--- src/rtl/mips_cpu_muldiv_if.sv ---
// HI/LO multiply-divide unit request/result bundle.
// The CPU side is the master, the arithmetic unit is the slave.
interface mips_cpu_muldiv_if #(
  parameter int WIDTH = 32
);
  logic             start;
  logic [2:0]       op;
  logic [WIDTH-1:0] a;
  logic [WIDTH-1:0] b;
  logic             busy;
  logic             done;
  logic             divzero;
  logic [WIDTH-1:0] hi;
  logic [WIDTH-1:0] lo;

  modport master (
    output start, op, a, b,
    input  busy, done, divzero, hi, lo
  );

  modport slave (
    input  start, op, a, b,
    output busy, done, divzero, hi, lo
  );
endinterface

--- src/rtl/mips_cpu_muldiv.sv ---
// Iterative MIPS HI/LO unit: MULT/MULTU/DIV/DIVU in WIDTH cycles
// plus a sign-fix cycle; MTHI/MTLO write HI/LO directly.
module mips_cpu_muldiv #(
  parameter  int WIDTH = 32,
  localparam int CNT_W = $clog2(WIDTH) + 1
) (
  input  logic clk,
  input  logic rst_n,
  mips_cpu_muldiv_if.slave bus
);

  typedef enum logic [1:0] {
    S_IDLE,
    S_RUN,
    S_FIX
  } state_t;

  state_t             r_state;
  logic [CNT_W-1:0]   r_cnt;
  logic [2*WIDTH-1:0] r_acc;
  logic [WIDTH-1:0]   r_mb;
  logic [WIDTH-1:0]   r_a;
  logic               r_is_div;
  logic               r_neg_q;
  logic               r_neg_r;
  logic               r_dz_pend;
  logic               r_busy;
  logic               r_done;
  logic               r_divzero;
  logic [WIDTH-1:0]   r_hi;
  logic [WIDTH-1:0]   r_lo;

  logic               w_arith;
  logic               w_mthi;
  logic               w_mtlo;
  logic               w_signed;
  logic               w_sa;
  logic               w_sb;
  logic [WIDTH-1:0]   w_ma;
  logic [WIDTH-1:0]   w_mb;

  assign w_arith  = ~bus.op[2];
  assign w_mthi   = bus.op == 3'b100;
  assign w_mtlo   = bus.op == 3'b101;
  assign w_signed = ~bus.op[0];
  assign w_sa     = w_signed & bus.a[WIDTH-1];
  assign w_sb     = w_signed & bus.b[WIDTH-1];
  assign w_ma     = w_sa ? -bus.a : bus.a;
  assign w_mb     = w_sb ? -bus.b : bus.b;

  // Multiply: upper half accumulates, multiplier shifts out of bit 0.
  logic [WIDTH:0]     w_madd;
  logic [WIDTH:0]     w_mhi;
  logic [2*WIDTH-1:0] w_mnext;

  assign w_madd  = {1'b0, r_acc[2*WIDTH-1:WIDTH]}
                 + {1'b0, r_mb};
  assign w_mhi   = r_acc[0] ? w_madd
                 : {1'b0, r_acc[2*WIDTH-1:WIDTH]};
  assign w_mnext = {w_mhi, r_acc[WIDTH-1:1]};

  // Divide: remainder in the upper half, dividend/quotient below.
  logic [WIDTH:0]     w_shift;
  logic [WIDTH:0]     w_diff;
  logic               w_qbit;
  logic [WIDTH-1:0]   w_rem;
  logic [2*WIDTH-1:0] w_dnext;

  assign w_shift = {r_acc[2*WIDTH-1:WIDTH], r_acc[WIDTH-1]};
  assign w_diff  = w_shift - {1'b0, r_mb};
  assign w_qbit  = ~w_diff[WIDTH];
  assign w_rem   = w_qbit ? w_diff[WIDTH-1:0]
                 : w_shift[WIDTH-1:0];
  assign w_dnext = {w_rem, r_acc[WIDTH-2:0], w_qbit};

  logic [2*WIDTH-1:0] w_prod;
  logic [WIDTH-1:0]   w_quo;
  logic [WIDTH-1:0]   w_rmd;

  assign w_prod = r_neg_q ? -r_acc : r_acc;
  assign w_quo  = r_neg_q ? -r_acc[WIDTH-1:0]
                : r_acc[WIDTH-1:0];
  assign w_rmd  = r_neg_r ? -r_acc[2*WIDTH-1:WIDTH]
                : r_acc[2*WIDTH-1:WIDTH];

  always_ff @(posedge clk) begin
    if (!rst_n) begin
      r_state   <= S_IDLE;
      r_cnt     <= '0;
      r_acc     <= '0;
      r_mb      <= '0;
      r_a       <= '0;
      r_is_div  <= 1'b0;
      r_neg_q   <= 1'b0;
      r_neg_r   <= 1'b0;
      r_dz_pend <= 1'b0;
      r_busy    <= 1'b0;
      r_done    <= 1'b0;
      r_divzero <= 1'b0;
      r_hi      <= '0;
      r_lo      <= '0;
    end else begin
      r_done <= 1'b0;
      unique case (r_state)
        S_IDLE: begin
          if (bus.start) begin
            unique case (1'b1)
              w_arith: begin
                r_acc     <= {{WIDTH{1'b0}}, w_ma};
                r_mb      <= w_mb;
                r_a       <= bus.a;
                r_is_div  <= bus.op[1];
                r_neg_q   <= w_sa ^ w_sb;
                r_neg_r   <= w_sa;
                r_dz_pend <= bus.op[1] & (bus.b == '0);
                r_divzero <= 1'b0;
                r_cnt     <= '0;
                r_busy    <= 1'b1;
                r_state   <= S_RUN;
              end
              w_mthi:  r_hi <= bus.a;
              w_mtlo:  r_lo <= bus.a;
              default: ;
            endcase
          end
        end
        S_RUN: begin
          r_acc <= r_is_div ? w_dnext : w_mnext;
          r_cnt <= r_cnt + 1'b1;
          if (r_cnt == CNT_W'(WIDTH - 1)) begin
            r_state <= S_FIX;
          end
        end
        S_FIX: begin
          // Divide by zero reports the raw dividend, not a magnitude.
          if (r_dz_pend) begin
            r_hi <= r_a;
            r_lo <= '1;
          end else if (r_is_div) begin
            r_hi <= w_rmd;
            r_lo <= w_quo;
          end else begin
            r_hi <= w_prod[2*WIDTH-1:WIDTH];
            r_lo <= w_prod[WIDTH-1:0];
          end
          r_divzero <= r_dz_pend;
          r_done    <= 1'b1;
          r_busy    <= 1'b0;
          r_state   <= S_IDLE;
        end
        default: r_state <= S_IDLE;
      endcase
    end
  end

  assign bus.busy    = r_busy;
  assign bus.done    = r_done;
  assign bus.divzero = r_divzero;
  assign bus.hi      = r_hi;
  assign bus.lo      = r_lo;

endmodule

--- src/flat_wrapper.sv ---
// flat-port wrapper written by rule: the top's interface ports become plain ports
module mips_cpu_muldiv_flat 
#(
  parameter  int WIDTH = 32,
  localparam int CNT_W = $clog2(WIDTH) + 1
)
  (clk, rst_n, bus_start, bus_op, bus_a, bus_b, bus_busy, bus_done, bus_divzero, bus_hi, bus_lo);
  mips_cpu_muldiv_if #(.WIDTH(WIDTH)) bus_i ();
  input  logic clk;
  input  logic rst_n;
  input wire logic [$bits(bus_i.start)-1:0] bus_start;
  input wire logic [$bits(bus_i.op)-1:0] bus_op;
  input wire logic [$bits(bus_i.a)-1:0] bus_a;
  input wire logic [$bits(bus_i.b)-1:0] bus_b;
  output wire logic [$bits(bus_i.busy)-1:0] bus_busy;
  output wire logic [$bits(bus_i.done)-1:0] bus_done;
  output wire logic [$bits(bus_i.divzero)-1:0] bus_divzero;
  output wire logic [$bits(bus_i.hi)-1:0] bus_hi;
  output wire logic [$bits(bus_i.lo)-1:0] bus_lo;
  assign bus_i.start = bus_start;
  assign bus_i.op = bus_op;
  assign bus_i.a = bus_a;
  assign bus_i.b = bus_b;
  assign bus_busy = bus_i.busy;
  assign bus_done = bus_i.done;
  assign bus_divzero = bus_i.divzero;
  assign bus_hi = bus_i.hi;
  assign bus_lo = bus_i.lo;
  mips_cpu_muldiv #(.WIDTH(WIDTH)) u_core (.clk(clk), .rst_n(rst_n), .bus(bus_i));
endmodule
--- config.mk ---
export PLATFORM = sky130hd
export DESIGN_NAME = mips_cpu_muldiv_flat
export DESIGN_NICKNAME = d
export VERILOG_FILES = /design/src/rtl/mips_cpu_muldiv_if.sv /design/src/rtl/mips_cpu_muldiv.sv /design/src/flat_wrapper.sv
export SDC_FILE = /design/constraint.sdc
export NUM_CORES = 1
export LEC_CHECK = 0
export BUFFER_PORTS_ARGS = -buffer_cell sky130_fd_sc_hd__clkbuf_2
export CAP_MARGIN = 10
export CORE_MARGIN = 3
export CORE_UTILIZATION = 35
export CTS_BUF_LIST = sky130_fd_sc_hd__clkbuf_4 sky130_fd_sc_hd__clkbuf_8
export DETAILED_ROUTE_END_ITERATION = 7
export GPL_ROUTABILITY_DRIVEN = 0
export SLEW_MARGIN = 20
export SYNTH_ARGS = -nofsm -noshare
export SYNTH_HDL_FRONTEND = slang
export SYNTH_SLANG_ARGS = --single-unit
--- constraint.sdc ---
create_clock -name clk -period 3.79 [get_ports clk]
set_input_delay 0.1895 -clock clk [delete_from_list [all_inputs] [get_ports clk]]
set_output_delay 0.1895 -clock clk [all_outputs]
set_load 0.1 [all_outputs]
==> results of run 1 <==
-- state kept, by name, summed over array words and instances, names as in the netlist, 2 cells and up --
signal / flops
u_core.bus.hi: 32
u_core.bus.lo: 32
u_core.r_a: 32
u_core.r_acc: 64
u_core.r_cnt: 6
u_core.r_mb: 32
u_core.r_state: 2
-- synth_stat cells, types with 24 or more instances --
cell	n	area share [%]
o21ai_0	146	4.5
dfxtp_1	207	26
a21o_1	31	1.4
inv_1	64	1.5
clkbuf_1	128	3.0
xor2_1	89	4.8
a211oi_1	24	1.1
o211ai_1	32	1.5
nor2b_1	34	1.3
nor3_1	42	1.3
o211a_1	33	2.1
nand3_1	40	1.2
a21boi_0	53	2.5
o31ai_1	25	1.2
mux2i_1	54	3.4
a31oi_1	31	1.2
xnor2_1	83	4.5
a21oi_1	182	5.7
ha_1	69	5.4
nand2_1	287	6.7
nor2_1	133	3.1
-- cells by family (layout without fill, tap and decap cells) --
group / count (synthesis) / after routing / synth area share (%)
mux: 67 / 67 / 4.27
flops: 207 / 207 / 25.8
buf+inv: 226 / 357 / 5.48
compound gates: 705 / 705 / 29.3
xor+xnor: 172 / 172 / 9.37
other cells: 0 / 1 / 0
fa+ha+maj: 71 / 71 / 5.62
simple gates: 690 / 690 / 20.2
-- worst max-delay path: cells and delay by family (launching register included) --
kind | cells | cell delay, ps
fa+ha+maj | 1 | 400
mux | 1 | 370
xor+xnor | 1 | 170
simple gates | 2 | 270
buf+inv | 2 | 350
flops | 1 | 370
compound gates | 4 | 1440
-- per-stage QoR --
stage,power (mW),std cells
after floorplan,4.17,2138
after global placement,4.83,2773
after detailed placement,4.85,2773
after CTS,7.27,2861
after global routing,7.62,2861
final,7.29,2862
-- per-layer routing --
layer	vias up	part of all wire, %
li1	7938	-
met1	7986	42
met2	807	44
met3	155	7.9
met4	0	5.4
met5	-	0
-- report_power, final --
part | leakage [nW] | total, mW | internal (mW) | switching [mW]
clock | 0.461 | 2.42 | 1.35 | 1.06
sequential | 1.69 | 2.52 | 2.33 | 0.189
combinational | 5.64 | 2.36 | 0.848 | 1.51
total | 7.79 | 7.29 | 4.53 | 2.76
-- repair_timing --
action / 4_1_cts / 5_1_grt
hold buffers: 16 / 0
resized for setup: 0 / 0
endpoints found under the hold margin: 20 / 0
setup buffers: 0 / 0
-- worst min path at each step --
| stage | startpoint | end | slack, ps | cells after the start |
|---|---|---|---|---|
| floorplan | bus_a[10] | u_core.r_a[10] | 330 | 2 |
| global placement | u_core.r_a[30] | u_core.r_a[30] | 450 | 2 |
| detailed placement | u_core.r_a[11] | u_core.r_a[11] | 460 | 2 |
| CTS | bus_a[13] | u_core.r_a[13] | 6 | 3 |
| global route | bus_a[28] | u_core.r_a[28] | 20 | 3 |
| finish | bus_a[0] | u_core.r_a[0] | 20 | 3 |
-- final cells by class --
| type | count | area (µm²) | area share, % |
|---|---|---|---|
| Multi-Input combinational cell | 1705 | 11100 | 60.0 |
| Sequential cell | 207 | 4150 | 22.4 |
| Antenna cell | 1 | 2.50 | 0.0135 |
| Timing Repair Buffer | 220 | 1390 | 7.53 |
| Clock inverter | 10 | 56.3 | 0.305 |
| Tap cell | 592 | 741 | 4.01 |
| Clock buffer | 62 | 803 | 4.35 |
| Inverter | 65 | 244 | 1.32 |
==> results.py, run 1 <==
metrics = {
    "min_path": {
        "min_path_type": "in2reg",
    },
    "critical_path": {
        "cp.required_ps": 4240,
        "r2r_cells": 11,
        "setup.worst_path.end": "u_core.r_acc[47]",
        "cp.arrival_ps": 3940,
        "crit_path_end_kind": "flop",
        "path_max_fanout": 45,
        "critical_path_class": "reg2reg",
        "r2r_slack_ps": 300,
        "r2r_end": "u_core.r_acc[47]",
        "crit_path_frequent_cell": "o221ai_1",
        "critPathLaunchType": "flop",
        "path_cells": "inv_1 -> ha_1 -> a2111oi_0 -> o221ai_1 -> nand2_1 -> nand3b_1 -> o221ai_1 -> xnor2_2 -> buf_12 -> mux2_2 -> a221o_1",
        "slowest_delay_ps": 570,
        "startpoint": "u_core.r_mb[21]",
        "cpMaxStageDelayCell": "a2111oi_0",
        "r2r-start": "u_core.r_mb[21]",
    },
    "placement": {
        "place_hpwl_mm": 45.4,
        "port_buffers": 136,
        "dpl_cell_area_um2": 17500,
        "pre_cts_ws_ps": 426,
    },
    "synthesis": {
        "syn-num-nets": 2279,
        "synth_area_per_cell_um2": 7.52,
        "yosysSeqAreaShare_pct": 25.8,
        "synth.distinct_cells": 80,
        "synth-edff-count": 0,
        "ys_seq_elements": 207,
        "netlist_area_um2": 16100,
        "synth_warnings": 0,
        "synthCells": 2138,
        "synthArstFlopShare_pct": 0,
        "synth_flop_cell": "dfxtp_1",
    },
    "floorplanning": {
        "core_area_um2": 44800,
        "die-width_um": 220,
        "ios": 137,
        "initial_core_util_pct": 35.9,
        "dieHeight_um": 220,
        "dieArea_um2": 48600,
        "row_count": 77,
    },
    "clock_network": {
        "cts-root-buf": "clkbuf_8",
        "clock-sinks": 207,
        "numCtsBuffers": 39,
        "htree_levels": 2,
        "cts_tree": "built",
        "clkTransAtPathRegs_ps": 60,
        "clk-insertion-delay-late_ps": 580,
        "clockBufferDepth": 3,
    },
    "route": {
        "wl_per_cell_um": 21.4,
        "first_iter_violations": 1726,
        "route.vias.total": 16886,
        "ant_nets": 0,
        "via_per_inst": 5.90,
        "first_pass_iters": 8,
        "wl_mm": 61.3,
        "drc": 0,
    },
    "final_layout": {
        "nets": 2379,
        "layout-drive-gt1-share_pct": 14.9,
        "fin_util_pct": 41.2,
        "mostFrequentLayoutCells": "nand2_1 (286), dfxtp_1 (206), a21oi_1 (182), o21ai_0 (146), clkbuf_2 (135)",
        "area_growth_pct": 14.9,
        "final_common_cell": "nand2_1",
        "num-fill-cells": 4622,
        "final_cell_area_um2": 18500,
    },
    "grt": {
        "track_usage_pct": 24.5,
        "antenna_found_initial": 1,
        "use_met2_pct": 39.5,
        "use_met1_pct": 31.7,
        "grt_busiest_layer": "met2",
        "grt_pass1_vias": 16097,
        "grt_pass1_wl_mm": 93.6,
        "grt_overflow": 0,
        "grt.met3_usage_pct": 3.98,
        "grt_start_max_net_pins": 138,
    },
    "power_and_ir_drop": {
        "peakVddDrop_mv": 0.272,
        "p_leak_nw": 7.79,
        "power_density_nw_per_um2": 395,
    },
    "sta": {
        "slew_headroom_pct": 39.5,
        "fmax_mhz": 287,
        "whs_ps": 21.8,
        "tns_ps": 0,
        "finalClockSkew_ps": 35.6,
        "worst_pin_slew_ps": 907,
        "period_share_pct": 92.0,
        "worst_slack_ps": 302,
        "period_needed_ps": 3490,
        "hold_viol": 0,
        "rsz0062_at_grt": "no",
        "slew_viol_final": 0,
        "setup_viol": 0,
    },
    "flow_run": {
        "maxCapViolations": 0,
    },
    "run_status": {
        "outcome": "finished, final reports clean",
    },
}
No activity file was read; power rests on OpenSTA's default activity.
==> run 2, diff against run 1 <==
--- a/config.mk
+++ b/config.mk
@@ -12,6 +12,7 @@
 export CTS_BUF_LIST = sky130_fd_sc_hd__clkbuf_4 sky130_fd_sc_hd__clkbuf_8
 export DETAILED_ROUTE_END_ITERATION = 7
 export GPL_ROUTABILITY_DRIVEN = 0
+export HOLD_SLACK_MARGIN = 0.03
 export SLEW_MARGIN = 20
 export SYNTH_ARGS = -nofsm -noshare
 export SYNTH_HDL_FRONTEND = slang
==> results.py, run 2 (synthesized netlist as in run 1, its figures left out) <==
metrics = {
    "run_status": {
        "outcome": "finished, final reports clean",
    },
    "clock_network": {
        "clk-insertion-delay-late_ps": 580,
        "cts-root-buf": "clkbuf_8",
        "cts_setup_buffers": 0,
        "cts_tree": "built",
        "clkTransAtPathRegs_ps": 60,
        "numCtsBuffers": 39,
        "htree_levels": 2,
        "clock-sinks": 207,
        "clockBufferDepth": 3,
    },
    "sta": {
        "slew_headroom_pct": 40.3,
        "setup_viol": 0,
        "worst_slack_ps": 275,
        "rsz0062_at_grt": "no",
        "hold_viol": 0,
        "period_needed_ps": 3510,
        "worst_pin_slew_ps": 896,
        "finalClockSkew_ps": 37.3,
        "fmax_mhz": 285,
        "period_share_pct": 92.7,
        "tns_ps": 0,
        "slew_viol_final": 0,
    },
    "final_layout": {
        "fin_cells": 2885,
        "largest-register": "u_core.r_acc",
        "final_cell_area_um2": 18700,
        "layout-drive-gt1-share_pct": 14.7,
        "final_common_cell": "nand2_1",
        "mostFrequentLayoutCells": "nand2_1 (286), dfxtp_1 (206), a21oi_1 (182), o21ai_0 (146), clkbuf_2 (135)",
        "area_growth_pct": 16.3,
        "nets": 2402,
        "num-fill-cells": 4593,
        "largest_reg_flops": 64,
    },
    "route": {
        "top_layer": "met4",
        "routed-wl-met3_mm": 5.25,
        "dr_wl_met2_mm": 27.3,
        "route.vias.total": 16977,
        "wirelength_met1_mm": 26.0,
        "first_iter_violations": 1747,
        "drc": 0,
        "first_pass_iters": 5,
        "wl_per_cell_um": 21.4,
        "ant_nets": 0,
        "via_per_inst": 5.88,
        "wl_mm": 61.8,
    },
    "grt": {
        "grt_pass1_vias": 16263,
        "antenna_found_initial": 1,
        "grt_overflow": 0,
        "grt_pass1_wl_mm": 94.4,
        "grt_start_max_net_pins": 138,
        "track_usage_pct": 24.7,
    },
    "power_and_ir_drop": {
        "seqPwrFrac_pct": 34.5,
        "p_leak_nw": 7.88,
        "peakVddDrop_mv": 0.272,
        "power_density_nw_per_um2": 391,
        "switching_power_mw": 2.76,
        "p_clk_share_pct": 33.0,
        "design_power_total_mw": 7.31,
        "p_comb_share_pct": 32.5,
        "swShare_pct": 37.8,
        "power.internal_mw": 4.55,
    },
    "critical_path": {
        "path_max_fanout": 45,
        "critical_path_class": "reg2reg",
        "cp.required_ps": 4230,
        "critPathLaunchType": "flop",
        "crit_path_end_kind": "flop",
        "cp.arrival_ps": 3960,
    },
    "placement": {
        "dpl_cell_area_um2": 17500,
        "pre_cts_ws_ps": 426,
        "place_hpwl_mm": 45.4,
        "port_buffers": 136,
        "dpl.cell_count": 2773,
    },
    "floorplanning": {
        "core_area_um2": 44800,
        "die-width_um": 220,
        "dieHeight_um": 220,
        "row_count": 77,
        "dieArea_um2": 48600,
        "initial_core_util_pct": 35.9,
        "ios": 137,
    },
    "min_path": {
        "min_path_type": "in2reg",
    },
    "flow_run": {
        "maxCapViolations": 0,
    },
}
## run 2: cell count changes in the layout (fill, tap and decap cells not counted)
cell,before,now
dlygate4sd3_1,16,39
## run 2: worst max-delay path, cell delays in order (launching register included)
cell	delay (ps)
dfxtp_1	360
inv_1	60
ha_1	400
a2111oi_0	580
o221ai_1	320
nand2_1	180
nand3b_1	90
o221ai_1	260
xnor2_2	170
buf_12	290
mux2_2	370
a221o_1	310
## run 2: timing repair
item | in CTS | in global routing
hold buffers | 39 | 0
hold endpoints to repair | 44 | 0
gates resized for setup | 0 | 0
## run 2: cell type report
cell class | count | area, µm² | area share [%]
repair buffers | 243 | 1620 | 8.67
well taps | 592 | 741 | 3.96
diodes | 1 | 2.50 | 0.0134
inverters | 65 | 244 | 1.30
flip-flops and latches | 207 | 4150 | 22.2
clock buffers | 62 | 803 | 4.29
clock inverters | 10 | 56.3 | 0.301
multi-input cells | 1705 | 11100 | 59.3
## run 2: stage by stage
stage / util, % / hold slack (ps)
after CTS: 41.7 / 32.8
final: 41.8 / 52.1
after global placement: 39.0 / 450
after global routing: 41.7 / 56.1
after floorplan: - / 334
after detailed placement: 39.0 / 455
## run 2: path summary, 6_finish.rpt
kind                   startpoint  cells past startpoint          endpoint  slack (ps)
setup / recovery  u_core.r_mb[21]                     11  u_core.r_acc[47]         280
hold reg to reg     u_core.r_a[1]                      2     u_core.r_a[1]         460
setup reg to reg  u_core.r_mb[21]                     11  u_core.r_acc[47]         280
hold / removal          bus_b[26]                      4   u_core.r_mb[26]          50
## run 2: metal layers
| layer | vias to the layer above | track usage [%] |
|---|---|---|
| met5 | - | 0 |
| met4 | 0 | 12.2 |
| met3 | 167 | 4.22 |
| met2 | 815 | 40.0 |
| met1 | 8011 | 31.9 |
| li1 | 7984 | - |
## run 2: power by group through the flow
stage	combinational, mW	sequential (mW)	clock [mW]
floorplan	1.54	2.64	0
global placement	2.27	2.55	0
detailed placement	2.29	2.56	0
CTS	2.34	2.51	2.44
global route	2.57	2.53	2.53
finish	2.38	2.52	2.41
==> run 3, diff against run 2 <==
==> constraint.sdc (replaced) <==
create_clock -name clk -period 3.79 [get_ports clk]
set_input_delay 0 -clock clk [delete_from_list [all_inputs] [get_ports clk]]
set_output_delay 0 -clock clk [all_outputs]
set_load 0.1 [all_outputs]
==> results.py, run 3 (synthesized netlist as in run 1, its figures left out) <==
metrics = {
    "route": {
        "drc": 0,
        "route.vias.total": 17153,
        "wl_mm": 61.9,
        "ant_nets": 0,
        "via_per_inst": 5.88,
        "first_pass_iters": 8,
        "first_iter_violations": 1865,
        "wl_per_cell_um": 21.2,
    },
    "clock_network": {
        "cts-root-buf": "clkbuf_8",
        "ctsResizeCount": 0,
        "htree_levels": 2,
        "cts_setup_buffers": 0,
        "cts_tree": "built",
        "postCtsHoldBufs": 73,
        "clkTransAtPathRegs_ps": 60,
        "numCtsBuffers": 39,
        "clk-insertion-delay-late_ps": 590,
        "clock-sinks": 207,
        "clockBufferDepth": 3,
    },
    "power_and_ir_drop": {
        "peakVddDrop_mv": 0.262,
        "power_density_nw_per_um2": 387,
        "p_leak_nw": 8.02,
    },
    "placement": {
        "port_buffers": 136,
        "dpl_cell_area_um2": 17400,
        "place_hpwl_mm": 44.9,
        "dpl.cell_count": 2771,
    },
    "sta": {
        "fmax_mhz": 291,
        "hold_viol": 0,
        "rsz0062_at_grt": "no",
        "period_needed_ps": 3430,
        "period_share_pct": 90.6,
        "worst_pin_slew_ps": 956,
        "slew_viol_final": 0,
        "finalClockSkew_ps": 30.1,
        "tns_ps": 0,
        "slew_headroom_pct": 36.3,
        "setup_viol": 0,
    },
    "critical_path": {
        "crit_path_end_kind": "flop",
        "cpMaxStageDelayCell": "a2111oi_0",
        "slowest_delay_ps": 530,
        "path_cells": "inv_1 -> ha_1 -> a2111oi_0 -> o221ai_1 -> nand2_1 -> nand3b_1 -> o221ai_1 -> xnor2_2 -> buf_12 -> mux2_2 -> a221o_1",
        "cp.required_ps": 4250,
        "critical_path_class": "reg2reg",
        "crit_path_frequent_cell": "o221ai_1",
        "path_max_fanout": 45,
        "cp.arrival_ps": 3900,
        "critPathLaunchType": "flop",
    },
    "floorplanning": {
        "dieArea_um2": 48600,
        "initial_core_util_pct": 35.9,
        "ios": 137,
        "dieHeight_um": 220,
        "die-width_um": 220,
        "core_area_um2": 44800,
        "row_count": 77,
    },
    "grt": {
        "track_usage_pct": 24.7,
        "grt_pass1_vias": 16183,
        "grt_overflow": 0,
        "grt_pass1_wl_mm": 94.5,
        "antenna_found_initial": 3,
        "grt_start_max_net_pins": 142,
    },
    "final_layout": {
        "largest_reg_flops": 64,
        "layout-drive-gt1-share_pct": 14.3,
        "mostFrequentLayoutCells": "nand2_1 (287), dfxtp_1 (206), a21oi_1 (182), o21ai_0 (146), clkbuf_2 (135)",
        "fin_cells": 2916,
        "final_common_cell": "nand2_1",
        "area_growth_pct": 18.4,
        "final_cell_area_um2": 19000,
        "nets": 2434,
        "largest-register": "u_core.r_acc",
    },
    "run_status": {
        "outcome": "finished, final reports clean",
    },
    "flow_run": {
        "maxCapViolations": 0,
    },
    "min_path": {
        "min_path_type": "in2reg",
    },
}
[run 3: changes by cell type in the layout (fill, tap and decap cells not counted), moves of 2 or more]
cell,previous run,this run
inv_8,0,2
clkinv_2,8,4
clkbuf_4,8,11
buf_4,66,64
dlygate4sd3_1,39,73
[run 3: layer usage]
layer  track usage (%)  share of wire [%]
met1              31.8                 42
met2              40.7                 45
met3              3.98                8.1
met4              11.1                4.5
met5                 0              0.021
[run 3: area by class of cell]
type                    instances  area, µm²
diodes                          1       2.50
clock buffers                  64        812
clock inverters                 7       58.8
fillers                      4552      25800
well taps                     592        741
inverters                      65        244
repair buffers                275       1950
multi-input cells            1705      11100
flip-flops and latches        207       4150
[run 3: worst paths after layout]
check	start	end	slack, ps	cells past startpoint
max	u_core.r_mb[21]	u_core.r_acc[47]	360	11
min reg2reg	u_core.r_a[22]	u_core.r_a[22]	460	2
min	bus_op[1]	u_core.r_is_div	250	4
max reg2reg	u_core.r_mb[21]	u_core.r_acc[47]	360	11
[run 3: worst max-delay path: cells and delay by family (launching register included)]
kind            cells  cell delay (ps)
buf+inv             2              360
compound gates      4             1370
xor+xnor            1              170
simple gates        2              280
mux                 1              370
flops               1              360
fa+ha+maj           1              410
[run 3: where the power goes]
part / leakage, nW / total, mW / switching, mW / internal [mW]
registers: 1.69 / 2.52 / 0.184 / 2.33
logic: 5.87 / 2.40 / 1.52 / 0.886
clock network: 0.467 / 2.45 / 1.08 / 1.37
total: 8.02 / 7.37 / 2.78 / 4.59
[run 3: metrics by stage]
stage	worst slack [ps]	hold slack, ps	power, mW	utilization [%]
after CTS	419	215	7.36	42.5
after detailed placement	465	274	4.84	38.9
after global routing	185	248	7.73	42.5
after global placement	512	270	4.81	38.9
after floorplan	519	145	4.17	-
final	358	253	7.37	42.5
